<file path="config.mk">
export PLATFORM = sky130hd
export DESIGN_NAME = seq_shift_unit
export DESIGN_NICKNAME = d
export VERILOG_FILES = /design/src/rtl/seq_shift_unit.sv
export SDC_FILE = /design/constraint.sdc
export NUM_CORES = 1
export LEC_CHECK = 0
export CAP_MARGIN = 10
export CORE_MARGIN = 5
export CORE_UTILIZATION = 34
export DETAILED_ROUTE_END_ITERATION = 7
export PLACE_DENSITY = 0.49
export SLEW_MARGIN = 20
export SYNTH_ARGS = -nofsm -noshare
export SYNTH_HDL_FRONTEND = slang
export SYNTH_SLANG_ARGS = --single-unit
</file>
<file path="constraint.sdc">
create_clock -name clk -period 9.5 [get_ports clk]
set_clock_uncertainty 0.1 [all_clocks]
set_input_delay 0.95 -clock clk [delete_from_list [all_inputs] [get_ports clk]]
set_output_delay 0.95 -clock clk [all_outputs]
set_load 0.05 [all_outputs]
</file>
<file path="src/rtl/seq_shift_unit.sv">
// Multi-cycle shifter/rotator: shifts up to STEP bits per clock, with a
// busy/done/error handshake so operations can be issued back to back.
module seq_shift_unit #(
   parameter int unsigned OP_SZ = 32,
   parameter int unsigned STEP  = 4
) (
   input  logic                     clk,
   input  logic                     reset,
   input  logic                     en,
   input  logic [3:0]               op,
   input  logic [OP_SZ-1:0]         data,
   input  logic [$clog2(OP_SZ)-1:0] shift_value,
   output logic [OP_SZ-1:0]         out,
   output logic                     op_done,
   output logic                     busy,
   output logic                     op_err
);

   localparam int unsigned SW     = $clog2(OP_SZ);
   localparam logic [SW:0] STEP_C = (SW+1)'(STEP);
   localparam logic [SW:0] SZ_C   = (SW+1)'(OP_SZ);

   localparam logic [3:0] OP_SLL = 4'd8;
   localparam logic [3:0] OP_SRL = 4'd9;
   localparam logic [3:0] OP_SRA = 4'd10;
   localparam logic [3:0] OP_ROL = 4'd11;
   localparam logic [3:0] OP_ROR = 4'd12;

   typedef enum logic {IDLE, SHIFT} state_t;

   state_t           state;
   logic [OP_SZ-1:0] acc;
   logic [OP_SZ-1:0] acc_nxt;
   logic [SW-1:0]    rem;
   logic [3:0]       opr;
   logic             err_q;
   logic             legal;
   logic [SW:0]      k;
   logic [SW:0]      k_c;

   always_comb begin
      legal   = op inside {OP_SLL, OP_SRL, OP_SRA, OP_ROL, OP_ROR};
      k       = ({1'b0, rem} < STEP_C) ? {1'b0, rem} : STEP_C;
      // k is nonzero whenever acc_nxt is used, so the complementary
      // rotate shift stays below OP_SZ
      k_c     = SZ_C - k;
      acc_nxt = acc;
      case (opr)
         OP_SLL:  acc_nxt = acc << k;
         OP_SRL:  acc_nxt = acc >> k;
         OP_SRA:  acc_nxt = $signed(acc) >>> k;
         OP_ROL:  acc_nxt = (acc << k) | (acc >> k_c);
         OP_ROR:  acc_nxt = (acc >> k) | (acc << k_c);
         default: acc_nxt = acc;
      endcase
   end

   always_ff @(posedge clk) begin
      if (!reset) begin
         state   <= IDLE;
         acc     <= '0;
         rem     <= '0;
         opr     <= '0;
         err_q   <= 1'b0;
         out     <= '0;
         op_done <= 1'b0;
         busy    <= 1'b0;
         op_err  <= 1'b0;
      end else begin
         op_done <= 1'b0;
         op_err  <= 1'b0;
         case (state)
            IDLE: begin
               if (en) begin
                  acc   <= data;
                  rem   <= legal ? shift_value : '0;
                  opr   <= op;
                  err_q <= ~legal;
                  busy  <= 1'b1;
                  state <= SHIFT;
               end
            end
            SHIFT: begin
               if (rem != '0) begin
                  acc <= acc_nxt;
                  rem <= rem - k[SW-1:0];
               end else begin
                  out     <= acc;
                  op_done <= 1'b1;
                  op_err  <= err_q;
                  busy    <= 1'b0;
                  state   <= IDLE;
               end
            end
            default: state <= IDLE;
         endcase
      end
   end

endmodule

</file>
==> flow_metrics.tcl, run 1 <==
set metrics [dict create \
    outcome "completed" \
    worstPathArrival_ns 4.93 \
    port_buffers 78 \
    ys_seq_elements 78 \
    ff2ff_setup_slack_ns 4.71 \
    synth_cell_type_count 85 \
    cts_root_buf "clkbuf_16" \
    cts_resized 0 \
    core_um2 20200 \
    fin_crit_sh 0.504 \
    fill_cells 2136 \
    reg2reg_depth 11 \
    syn2layout_area_growth_pct 16.3 \
    post-synth-top-count-cell "nand2_1" \
    drt-pass1-iter-count 6 \
    layout-drive-gt1-share 0.0831 \
    start_kind "flop" \
    drt-total-wl_um 34400 \
    place.gp.congestion 0.999 \
    worstReg2RegStart "rem[1]" \
    leakage_nw 2.88 \
    finalMaxSlewViolations 0 \
    syn_avg_cell_area_um2 7.40 \
    die_h_um 153 \
    cts.clk_slew.worst_paths_ns 0.07 \
    stdcell_area_um2 8080 \
    yosysSeqAreaShare 0.225 \
    required_ns 9.64 \
    post-route-util 0.401 \
    min_path_cells 1 \
    holdCritPathClass "reg -> reg" \
    final_antenna_net_count 0 \
    async_reset_ff_frac 0 \
    cts_hold_buffers 0 \
    synth_nets 986 \
    initial_core_util 0.345 \
    cts_made_buffers 9 \
    detail_route.vias_per_cell 6.65 \
    hp-start "err_q" \
    syn-cell-area_um2 6950 \
    crit_path_end_kind "flop" \
    grt_use_total 0.286 \
    setup_slack_ns 4.71 \
    dieArea_um2 23400 \
    dpl_worst_slack_ns 4.91 \
    tns_ns 0 \
    grt_pass1_vias 7697 \
    wire_per_inst_um 28.5 \
    powerDensity_nw_per_um2 173 \
    hold_violations 0 \
    drtIter0Drc 1137 \
    critPathKind "reg -> reg" \
    clock-sinks 78 \
    nets 980 \
    synthFlopType "dfxtp_1" \
    fmax_mhz 209 \
    vias 8041 \
    min_to "op_err" \
    place_hpwl_um 23000 \
    rsz0062_at_grt "false" \
    ys_top_cells_by_count "nand2_1, clkbuf_1, dfxtp_1" \
    grt_pass1_wl_um 51700 \
    postCtsSetupRepairBufs 0 \
    rows 52 \
    r2r_end "acc[20]" \
    synth.area.top_cells "dfxtp_1, nand2_1, mux2i_1" \
    slew_headroom 0.295 \
    clk_path_buf_depth 2 \
    setup_viol 0 \
    worst_pin_slew_ns 1.06 \
    die_w_um 153 \
    finalCriticalPeriod_ns 4.79 \
    cts_tree "done" \
    dpl_cell_area_um2 7770 \
    synth-edff-count 0 \
    worstSkewPairLatency_ns 0.36 \
    synth.largest_area_cell "dfxtp_1" \
    ys_warn_count 0 \
    synth_top_area_share 0.225 \
    critPathMaxFanout 68 \
    drc 0 \
    grt_max_degree 69 \
    grt-ovfl-total 0 \
    cts_htree_levels 3 \
    maxCapViolations 0 \
    ios 79 \
    ir_worst_vdd_mv 0.0955 \
    antenna_found_initial 1 \
    syn_inst 940 \
    fin_total_pwr_mw 1.40 \
]
-- worst max-delay path, cell delays in order (launching register included) --
cell and delay, ns:
dfxtp_2 0.33, clkinv_1 0.59, nor2_1 0.97, inv_1 0.36
ha_2 0.43, buf_4 0.58, mux2i_1 0.38, mux2i_1 0.19
and3_1 0.24, a311o_1 0.28, nor3_1 0.13, o22ai_1 0.08
-- logic make-up after synthesis --
| kind of cell | Yosys count | share of synthesized area |
|---|---|---|
| muxes | 83 | 0.146 |
| buffers and inverters | 125 | 0.0754 |
| and+or+nand+nor | 320 | 0.212 |
| other | 1 | 0.000539 |
| adders and majority gates | 2 | 0.00360 |
| DFF | 78 | 0.225 |
| xor gates and xnor gates | 2 | 0.00252 |
| AOI/OAI and AO/OA | 329 | 0.335 |
-- final cells by class --
type / count / area [um^2] / area share
well taps: 270 / 338 / 0.0418
flip-flops and latches: 78 / 1560 / 0.193
diodes: 1 / 2.50 / 0.000310
clock buffers: 10 / 229 / 0.0283
repair buffers: 97 / 923 / 0.114
clock inverters: 6 / 86.3 / 0.0107
inverters: 11 / 41.3 / 0.00511
multi-input cells: 737 / 4900 / 0.606
-- metrics by stage --
stage,instances,hold WS (ns)
final,1210,0.358
after detailed placement,1193,0.332
after CTS,1209,0.348
after floorplan,940,0.324
after global routing,1209,0.352
after global placement,1193,0.334
-- sequential cells by signal, indices dropped and copies added, names as in the netlist --
signal	flops
busy	1
err_q	1
opr	4
acc	32
op_done	1
state	1
rem	5
out	32
op_err	1
-- metal layers --
layer,up-vias,global-route usage,part of all wire
met1,3817,0.409,0.43
met5,-,0,0
met2,551,0.416,0.42
met4,0,0.114,0.044
met3,132,0.0664,0.11
li1,3541,-,-
-- cell usage in the layout, fill, tap and decap left out, types with 14 or more instances in the layout --
cell type,n
buf_4,19
o21ai_0,48
a22o_1,35
nand3_1,28
mux2i_1,56
a31oi_1,21
a21oi_1,58
clkdlybuf4s50_1,78
nor2_1,50
nand2_1,168
and3_1,15
a211oi_1,22
dfxtp_1,77
o211ai_1,27
nor3_1,14
-- worst max path at each step --
stage / from / to / slack (ns) / cells after the start
CTS: rem[1] / acc[20] / 4.88 / 11
global placement: rem[1] / acc[20] / 4.97 / 11
global route: rem[1] / acc[2] / 4.52 / 11
finish: rem[1] / acc[20] / 4.71 / 11
detailed placement: rem[1] / acc[20] / 4.91 / 11
floorplan: rem[2] / acc[29] / 5.95 / 14
-- report_power, final --
part | switching [mW] | internal, mW
Sequential | 0.0701 | 0.353
Clock | 0.169 | 0.231
Combinational | 0.392 | 0.185
(Power assumes the default switching activity.)
==> run 2: changes to the inputs <==
--- a/config.mk
+++ b/config.mk
@@ -9,7 +9,7 @@
 export CORE_MARGIN = 5
 export CORE_UTILIZATION = 34
 export DETAILED_ROUTE_END_ITERATION = 7
-export PLACE_DENSITY = 0.49
+export PLACE_DENSITY = 0.51
 export SLEW_MARGIN = 20
 export SYNTH_ARGS = -nofsm -noshare
 export SYNTH_HDL_FRONTEND = slang
==> constraint.sdc (replaced) <==
create_clock -name clk -period 4.2 [get_ports clk]
set_clock_uncertainty 0.1 [all_clocks]
set_input_delay 0.42 -clock clk [delete_from_list [all_inputs] [get_ports clk]]
set_output_delay 0.42 -clock clk [all_outputs]
set_load 0.05 [all_outputs]
==> run 2 against run 1 <==
  * Routed wire length is 3.0% lower
  * Highest routed layer unchanged
  * Cell count rose by 2.0%
  * Register-to-register slack worse by 4.0 ns
  * Maximum frequency is 36% higher
  * Largest cell class unchanged
  * Setup slack worse by 4.0 ns
==> flow_metrics.tcl, run 2 (synthesis gave the netlist of run 1 again) <==
set metrics [dict create \
    layout_common_cells "nand2_1, clkdlybuf4s50_1, dfxtp_1, a21oi_1, mux2i_1" \
    critPathTopFamily "simple AND/OR/NAND/NOR gates" \
    nets 1005 \
    finalMaxSlewViolations 0 \
    worst_pin_slew_ns 1.01 \
    fill_cells 2119 \
    fin_total_pwr_mw 3.14 \
    grt_max_degree 62 \
    start_kind "flop" \
    drc 0 \
    drt-total-wl_um 33400 \
    die_h_um 153 \
    outcome "completed" \
    final_antenna_net_count 0 \
    max_stage_delay_ns 0.49 \
    vias 8126 \
    setup_viol 0 \
    crit_buf_inv 1 \
    die_w_um 153 \
    cts.clk_slew.worst_paths_ns 0.07 \
    final_common_cell "nand2_1" \
    drt-pass1-iter-count 8 \
    slew_headroom 0.324 \
    ios 79 \
    critPathMaxFanout 13 \
    drtIter0Drc 1315 \
    wire_per_inst_um 27.1 \
    leakage_nw 3.00 \
    fin_crit_sh 0.840 \
    antenna_cells 0 \
    wl_met3_um 3300 \
    crit_path_end_kind "flop" \
    reg_top3 "acc: 32 flops, out: 32 flops, rem: 5 flops" \
    grt_pass1_wl_um 50600 \
    cts_resized 0 \
    maxCapViolations 0 \
    postCtsSetupRepairBufs 0 \
    cpMaxStageDelayCell "dfxtp_1" \
    fmax_mhz 283 \
    wl_met1_um 14400 \
    hold_violations 0 \
    routed-wl-met2_um 14400 \
    grt_pass1_vias 7563 \
    grt_use_total 0.277 \
    finalCriticalPeriod_ns 3.53 \
    rows 52 \
    dieArea_um2 23400 \
    initial_core_util 0.345 \
    cts_htree_levels 3 \
    grt-ovfl-total 0 \
    worstPathCellList "or3_1 -> nor2_1 -> inv_1 -> ha_2 -> or4_4 -> nand2b_1 -> mux2i_1 -> and2_1 -> o21ai_0 -> a32oi_1" \
    powerDensity_nw_per_um2 380 \
    layout-drive-gt1-share 0.106 \
    place_hpwl_um 23500 \
    antenna_found_initial 0 \
    core_um2 20200 \
    syn2layout_area_growth_pct 18.7 \
    rsz0062_at_grt "false" \
    worstSkewPairLatency_ns 0.36 \
    highest_layer "met4" \
    ir_worst_vdd_mv 0.216 \
    cts_made_buffers 9 \
    place.gp.congestion 1.00 \
    cts_root_buf "clkbuf_16" \
    holdCritPathClass "reg -> reg" \
    clock-sinks 78 \
    port_buffers 78 \
    tns_ns 0 \
    worstPathArrival_ns 3.70 \
    cts_tree "done" \
    cts_hold_buffers 0 \
    required_ns 4.38 \
    clk_path_buf_depth 2 \
    critPathKind "reg -> reg" \
    detail_route.vias_per_cell 6.59 \
]
run 2: cell count changes in the layout (fill, tap and decap cells not counted), sizes merged:
cell,previous run,this run
bufinv,2,1
inv,9,11
clkbuf,10,9
buf,19,44
diode,1,0
run 2: power breakdown:
group          switching [mW]  internal (mW)
Combinational           0.890          0.457
Clock                   0.379          0.471
Sequential              0.141          0.798
run 2: final cells by class:
type	count	area, um^2	area share
clock inverter	7	82.6	0.0100
clock buffer	9	225	0.0273
sequential	78	1560	0.189
multi-input combinational	737	4890	0.593
timing repair buffer	122	1110	0.135
tap	270	338	0.0409
inverter	11	41.3	0.00500
run 2: worst paths after layout:
check / endpoint / slack, ns / depth (start not counted) / from
worst max-delay path: acc[14] / 0.67 / 10 / rem[2]
worst min register to register: busy / 0.38 / 1 / busy
worst max register to register: acc[14] / 0.67 / 10 / rem[2]
worst min-delay path: busy / 0.38 / 1 / busy
run 2: metrics by stage:
| step | hold WS (ns) | setup slack, ns | utilization | instance area [um^2] | std cells |
|---|---|---|---|---|---|
| after floorplan | 0.324 | 0.645 | - | 6950 | 940 |
| after global placement | 0.349 | 0.812 | 0.394 | 7940 | 1218 |
| after detailed placement | 0.363 | 0.749 | 0.394 | 7940 | 1218 |
| after CTS | 0.380 | 0.719 | 0.409 | 8250 | 1234 |
| after global routing | 0.391 | 0.410 | 0.409 | 8250 | 1234 |
| final | 0.378 | 0.672 | 0.409 | 8250 | 1234 |
run 2: layer usage:
metal / vias to the layer above / global-route usage
met5: - / 0
met4: 0 / 0.115
met3: 97 / 0.0433
met2: 597 / 0.408
met1: 3854 / 0.402
li1: 3578 / -
